--- src/rtl/mod_reduce_seq.sv ---
// Sequential a mod m: MSB-first restoring long division, one operand bit per cycle.
// Optional MOD_REDUCE_FASTPATH_EN: an operand already below m completes at accept.
module mod_reduce_seq #(
  parameter int W  = 256,
  parameter int CW = $clog2(2*W)+1
) (
  input  logic           Clk,
  input  logic           Reset,
  input  logic           start,
  input  logic [2*W-1:0] a,
  input  logic [W-1:0]   m,
  output logic           ready,
  output logic           done,
  output logic [W-1:0]   result,
  output logic           err
);

  typedef enum logic [1:0] {IDLE, RUN, DONE} state_t;

  state_t         state_q, state_d;
  logic [2*W-1:0] a_q, a_d;
  logic [W-1:0]   m_q, m_d;
  logic [W-1:0]   r_q, r_d;   // R < M always holds, so the top bit of the W+1 remainder is never set
  logic [CW-1:0]  cnt_q, cnt_d;
  logic [W-1:0]   result_q, result_d;
  logic           err_q, err_d;
  logic [W:0]     t;

  always_comb begin
    state_d  = state_q;
    a_d      = a_q;
    m_d      = m_q;
    r_d      = r_q;
    cnt_d    = cnt_q;
    result_d = result_q;
    err_d    = err_q;
    t        = {r_q, a_q[2*W-1]};
    case (state_q)
      IDLE: begin
        if (start) begin
          a_d   = a;
          m_d   = m;
          r_d   = '0;
          cnt_d = '0;
          err_d = 1'b0;
          if (m == '0) begin
            err_d    = 1'b1;
            result_d = '0;
            state_d  = DONE;
          end
`ifdef MOD_REDUCE_FASTPATH_EN
          else if (a < {{W{1'b0}}, m}) begin
            result_d = a[W-1:0];
            state_d  = DONE;
          end
`endif
          else begin
            state_d = RUN;
          end
        end
      end
      RUN: begin
        r_d   = W'((t >= {1'b0, m_q}) ? t - {1'b0, m_q} : t);
        a_d   = a_q << 1;
        cnt_d = cnt_q + 1'b1;
        if (cnt_q == CW'(2*W-1)) begin
          result_d = r_d;
          state_d  = DONE;
        end
      end
      DONE:    state_d = IDLE;
      default: state_d = IDLE;
    endcase
  end

  always_ff @(posedge Clk) begin
    if (Reset) begin
      state_q  <= IDLE;
      a_q      <= '0;
      m_q      <= '0;
      r_q      <= '0;
      cnt_q    <= '0;
      result_q <= '0;
      err_q    <= 1'b0;
    end else begin
      state_q  <= state_d;
      a_q      <= a_d;
      m_q      <= m_d;
      r_q      <= r_d;
      cnt_q    <= cnt_d;
      result_q <= result_d;
      err_q    <= err_d;
    end
  end

  assign ready  = (state_q == IDLE);
  assign done   = (state_q == DONE);
  assign result = result_q;
  assign err    = err_q;

endmodule
--- config.mk ---
export PLATFORM = sky130hd
export DESIGN_NAME = mod_reduce_seq
export DESIGN_NICKNAME = d
export VERILOG_FILES = /design/src/rtl/mod_reduce_seq.sv
export SDC_FILE = /design/constraint.sdc
export NUM_CORES = 2
export LEC_CHECK = 0
export ABC_AREA = 1
export CORE_MARGIN = 3
export CORE_UTILIZATION = 40
export DETAILED_ROUTE_END_ITERATION = 8
export PLACE_DENSITY = 0.67
export SLEW_MARGIN = 10
export SYNTH_ARGS = -nofsm -noshare
export SYNTH_HDL_FRONTEND = slang
export SYNTH_SLANG_ARGS = --single-unit
--- constraint.sdc ---
create_clock -name Clk -period 2.37 [get_ports Clk]
set_input_delay 0.3555 -clock Clk [delete_from_list [all_inputs] [get_ports Clk]]
set_output_delay 0.3555 -clock Clk [all_outputs]
set_load 0.02 [all_outputs]
### After elaboration in Yosys (flattened, before gate mapping)

Index checks and enable logic that the tools add are counted.
W data, S select, Z words.

| word-level totals | value |
|---|---|
| register bits after elaboration | 1,293 |
| input bits | 771 |
| output and inout bits | 259 |
| word-level logic and storage cells | 39 |

| cells by class | value |
|---|---|
| add/sub/neg operators | 2 |
| $lt $le $gt $ge | 1 |
| eq/ne operators | 6 |
| mux-type cells | 16 |
| reductions and logical operators | 7 |

Operator list:

| operator | count |
|---|---|
| $mux W256 | 5 |
| $pmux W256 S2 | 2 |
| $pmux W512 S2 | 1 |
| $mux W512 | 1 |
| $ge A257 B256 Y1 | 1 |
| $logic_not A256 Y1 | 1 |
| $sub A256 B256 Y256 | 1 |
| $pmux W10 S2 | 1 |
| $add A10 B1 Y10 const B | 1 |
| $eq A10 B9 Y1 const B | 1 |
| $mux W10 | 1 |
| $mux W2 | 3 |
| $reduce_and A2 Y1 | 3 |
| $ne A2 B2 Y1 const B | 2 |
| $pmux W2 S2 | 1 |
| $reduce_and A4 Y1 | 1 |
| $eq A2 B1 Y1 const B | 1 |
| $eq A2 B2 Y1 const B | 1 |
| $logic_not A2 Y1 | 1 |
| $ne A2 B1 Y1 const B | 1 |
| $reduce_bool A2 Y1 | 1 |
| $mux W1 | 1 |

### Logic depth before layout (Yosys ltp)

| depth | value |
|---|---|
| depth after elaboration | 4 |
| mapped depth | 24 |

### Worst setup path after synthesis

No wires, ideal clock.

| path | value |
|---|---|
| kind | reg2reg |
| start point | register m_q[7] |
| end point | register r_q[254] |
| setup time | 0.132 ns |
| arrival | 2.332 ns |
| required time | 2.238 ns |
| slack | -0.094 ns |
| stages on the path, launching flop included | 24 |
| path buffers | 1 |
| path through | dfxtp_1 -> inv_1 -> ha_1 -> nand2_1 -> inv_1 -> nand2_1 -> nand2_1 -> inv_1 -> nand3_2 -> nand2_1 -> nand2_2 -> nand2_1 -> nand2_2 -> nand2_1 -> nand2_2 -> nand2_2 -> nand2_2 -> nand2_2 -> clkbuf_1 -> nand3_1 -> nand2_1 -> clkinv_1 -> nand2_1 -> a21oi_1 |

| between the ends | value |
|---|---|
| cells in the longest elaborated chain, start to end | 3 |

RTL lines:

| element | line | text |
|---|---|---|
| start, declared | 22 | `logic [W-1:0] m_q, m_d;` |
| start signal, assigned | 88 | `m_q <= m_d;` |
| $sub A256 B256 Y256 / $ge A257 B256 Y1 (equally long branches) | 63 | `r_d = W'((t >= {1'b0, m_q}) ? t - {1'b0, m_q} : t);` |
| $mux W256 * | 63 |  |
| $pmux W256 S2 * | 38 | `case (state_q)` |
| end signal, assigned | 89 | `r_q <= r_d;` |
| end, declared | 23 | `logic [W-1:0] r_q, r_d;` |

Every way passes the cells marked *; elsewhere a longest branch is shown, timed or not.
A chain may end at the register's enable or synchronous reset.

### Worst setup path after layout

| path | value |
|---|---|
| start point | register m_q[189] |
| end point | register r_q[39] |

| between the ends | value |
|---|---|
| cells in the longest elaborated chain, start to end | 3 |

RTL lines:

| element | line |
|---|---|
| $ge A257 B256 Y1 | 63 |
| $mux W256 | 63 |
| $pmux W256 S2 | 38 |

Every way passes these cells.

==> results.toml <==
[setup_path]
max_stage_delay_ns = 0.38
reg2reg_from = "m_q[189]$_SDFFE_PP0P_"
worstSetupPathType = "flop to flop"
timing.rr.end = "r_q[39]$_SDFFE_PP0P_"
crit_buf_inv = 6
slowest_stage = "ha_4"
ff2ff_setup_slack_ns = -0.94
worst_setup_path_end_kind = "flop"
critPathTopFamily = "simple AND/OR/NAND/NOR gates"
cp_data_required_time_ns = 3.05
critPathArrivalTime_ns = 3.98
crit_chain = "clkinvlp_4, ha_4, buf_6, nand2_4, buf_6, nor2_4, nand2_4, nor2_4, nand2_2, nor2_4, nand2_2, nor2_2, nor2_2, nand2_2, nor2_4, buf_6, nand2_8, buf_16, clkbuf_16, nand2_1, nand3_1, a21oi_1"
cpMostUsedCell = "nor2_4"
worst-path-max-fanout = 12
start_kind = "flop"
rr_worst_depth = 22

[place]
gp_congestion = 1.13
dp_hpwl_mm = 396
place_area_sq_um = 120000
io_buffers = 1029
dp_slack_ns = -1.66

[finish]
nNetsFinal = 19000
seq_area_sq_um = 25900
area_growth_pct = 55.7
final.fill_count = 20100
final_layout_size_suffix_gt1_frac = 0.244
multi_input_area_sq_um = 53500
stdcell_area_sq_um = 132000

[synthesis]
synthAdderAreaFrac = 0.0380
synth-seq-cells = 1293
yosysSeqAreaShare = 0.304
synth_mux_area_frac = 0
yosysTopAreaCell = "dfxtp_1"
syn_nets = 15600
synth-simple-area-share = 0.346
syn_inst = 14600
postSynthAreaPerCell_sq_um = 5.84
synth.area.top_cells = "dfxtp_1, nand2_1, inv_1"
synth_xor_area_frac = 0.0131
synth_top_family_by_area = "simple AND/OR/NAND/NOR gates"
yosys_warnings = 0
ys_types = 43
yosys.area.top_type_share = 0.304
syn-cell-area_sq_um = 85100
synth_compound_area_frac = 0.156

[die]
core_region_area_sq_um = 211000
die_h_microns = 467
die-area_sq_um = 218000
ios = 1030
die_w_microns = 467
rows = 168
start_util = 0.404

[sta]
finalCritPeriodShare = 1.39
rsz0062_at_grt = "true"
setup_viol = 522
tns_ns = -427.13
hold_ws_ns = 0.0554
fmax_ghz = 0.302
maxSlewViolCount = 0
maxSlewHeadroom = 0.0666
worst_pin_slew_ns = 1.39
skew_ns = 0.0618
hold_violations = 0
finalWorstSetupSlack_ns = -0.936
finalCriticalPeriod_ns = 3.31

[route]
highest_layer = "met5"
routedWlPerCell_microns = 23.4
via_count = 108000
dr_wl_met2_mm = 213
drtAntennaViolNets = 0
post-route-drc-count = 0
wl_met3_mm = 40.5
wl_met1_mm = 193
vias_per_cell = 5.16
wl_mm = 490
initialDrtViolationCount = 10700
drt-pass1-iter-count = 9

[global_route]
antenna_found_initial = 44
grt_pass1_vias = 100000
grt_max_degree = 162
grt_pass1_wl_mm = 676
grt-ovfl-total = 0
track_usage = 0.423

[power_and_ir_drop]
p_leak_uw = 0.0650
max-vdd-ir-drop_v = 0.000903
power_density_nw_per_um2 = 974

[hold_path]
holdPathStages = 3
hold_start = "a[481]"
hold_path_class = "primary input to flop"
hold_end = "a_q[481]$_SDFFE_PP0P_"

[cts]
clock_sinks = 1293
clk-insertion-delay-late_ns = 0.86
cts_inserted_buffers = 141
clkTransAtPathRegs_ns = 0.06
clockRootBuffer = "clkbuf_16"
h-tree-depth = 4
clockBufferDepth = 3
cts_tree = "built"

[job]
cap_violations = 0

[status]
status = "finished, violations left"
violations = "negative setup slack"
==> cell families (layout without fill, tap and decap cells) <==
logic type | Yosys count | after routing
AO/OA/AOI/OAI | 2506 | 2506
XOR/XNOR | 127 | 127
adder cells (fa/ha/maj) | 258 | 258
buffers and inverters | 3165 | 6705
flip-flops | 1293 | 1293
other | 0 | 33
AND/OR/NAND/NOR | 7213 | 7214
==> synthesized netlist by cell type (all sizes together) <==
cell type	number
a211oi	3
a21boi	2
a21o	3
a21oi	1096
a221oi	3
a31oi	426
and2	8
and3	5
and3b	1
buf	104
clkbuf	521
clkinv	55
dfxtp	1293
fa	1
ha	257
inv	2485
nand2	5420
nand2b	2
nand3	545
nand3b	261
nand4	77
nor2	741
nor3	87
nor4	63
o21a	4
o21ai	920
o21bai	49
or2	3
xnor2	123
xor2	4
==> per-layer routing <==
layer / vias up / track usage
met5: - / 0
met4: 20 / 0.297
met3: 1094 / 0.0825
met2: 4656 / 0.665
met1: 50100 / 0.520
li1: 52300 / -
==> state kept, by name, summed over array words and instances, names as in the netlist <==
name	count
cnt_q	10
result	256
m_q	256
state_q	2
r_q	256
err	1
a_q	512
==> tightest hold or removal path: stages <==
cell and delay, ns:
clkdlybuf4s50_1 0.39, nand2_1 0.06, a31oi_1 0.07
==> placed cells by master (no fill, tap or decap), drive strengths merged <==
| master | n |
|---|---|
| o21bai | 49 |
| bufbuf | 3 |
| a221oi | 3 |
| nand2b | 2 |
| buf | 2862 |
| nor4 | 63 |
| clkinvlp | 8 |
| and2 | 8 |
| clkdlybuf4s50 | 1028 |
| fa | 1 |
| or2 | 3 |
| and3b | 1 |
| a21o | 3 |
| nand3b | 261 |
| dlygate4sd3 | 1 |
| bufinv | 7 |
| diode | 33 |
| dfxtp | 1293 |
| a31oi | 426 |
| a21boi | 2 |
| xor2 | 4 |
| clkbuf | 210 |
| nor2 | 741 |
| o21a | 4 |
| ha | 257 |
| a21oi | 1096 |
| and3 | 5 |
| nand4 | 77 |
| o21ai | 920 |
| nand2 | 5421 |
| nand3 | 545 |
| xnor2 | 123 |
| inv | 2494 |
| a211oi | 3 |
| nor3 | 87 |
| clkinv | 92 |
==> repair_timing <==
action,in CTS,in global routing
endpoints found under the setup margin,528,535
pin swaps,104,155
gates cloned,15,17
resized for setup,673,680
setup buffers,58,41
endpoints found under the hold margin,9,0
hold buffers,1,0
==> cell type report <==
type,instances,share of cell area
multi-input cells,10100,0.404
repair buffers,3909,0.264
flip-flops and latches,1293,0.196
inverters,2540,0.0724
clock buffers,195,0.0307
well taps,2805,0.0265
clock inverters,61,0.00652
diodes,33,0.000623
==> power breakdown <==
| group | internal (uW) | switching [uW] | total, uW |
|---|---|---|---|
| Sequential | 24300 | 1620 | 25900 |
| Combinational | 33000 | 46800 | 79800 |
| Clock | 13000 | 10300 | 23300 |
| Total | 70300 | 58700 | 129000 |
==> metrics by stage <==
| stage | instances | util | total power [uW] |
|---|---|---|---|
| 2_1_floorplan | 14600 | - | 55600 |
| 3_3_place_gp | 20500 | 0.571 | 95200 |
| 3_5_place_dp | 20500 | 0.571 | 95400 |
| 4_1_cts | 20900 | 0.613 | 123000 |
| 5_1_grt | 20900 | 0.629 | 134000 |
| 6_report | 20900 | 0.629 | 129000 |
==> how the worst max path moves through the flow <==
stage                           from                  endpoint  slack, ns  depth (start not counted)
2_1_floorplan  m_q[166]$_SDFFE_PP0P_     r_q[111]$_SDFFE_PP0P_      -0.02                         17
3_3_place_gp                   m[91]   result[63]$_SDFFE_PP0P_      -1.65                         15
3_5_place_dp                   m[91]   result[59]$_SDFFE_PP0P_      -1.66                         15
4_1_cts        m_q[188]$_SDFFE_PP0P_  result[247]$_SDFFE_PP0P_      -0.83                         23
5_1_grt          m_q[5]$_SDFFE_PP0P_     r_q[155]$_SDFFE_PP0P_      -1.02                         23
6_report       m_q[189]$_SDFFE_PP0P_      r_q[39]$_SDFFE_PP0P_      -0.94                         22
No activity file was read; power rests on OpenSTA's default activity.
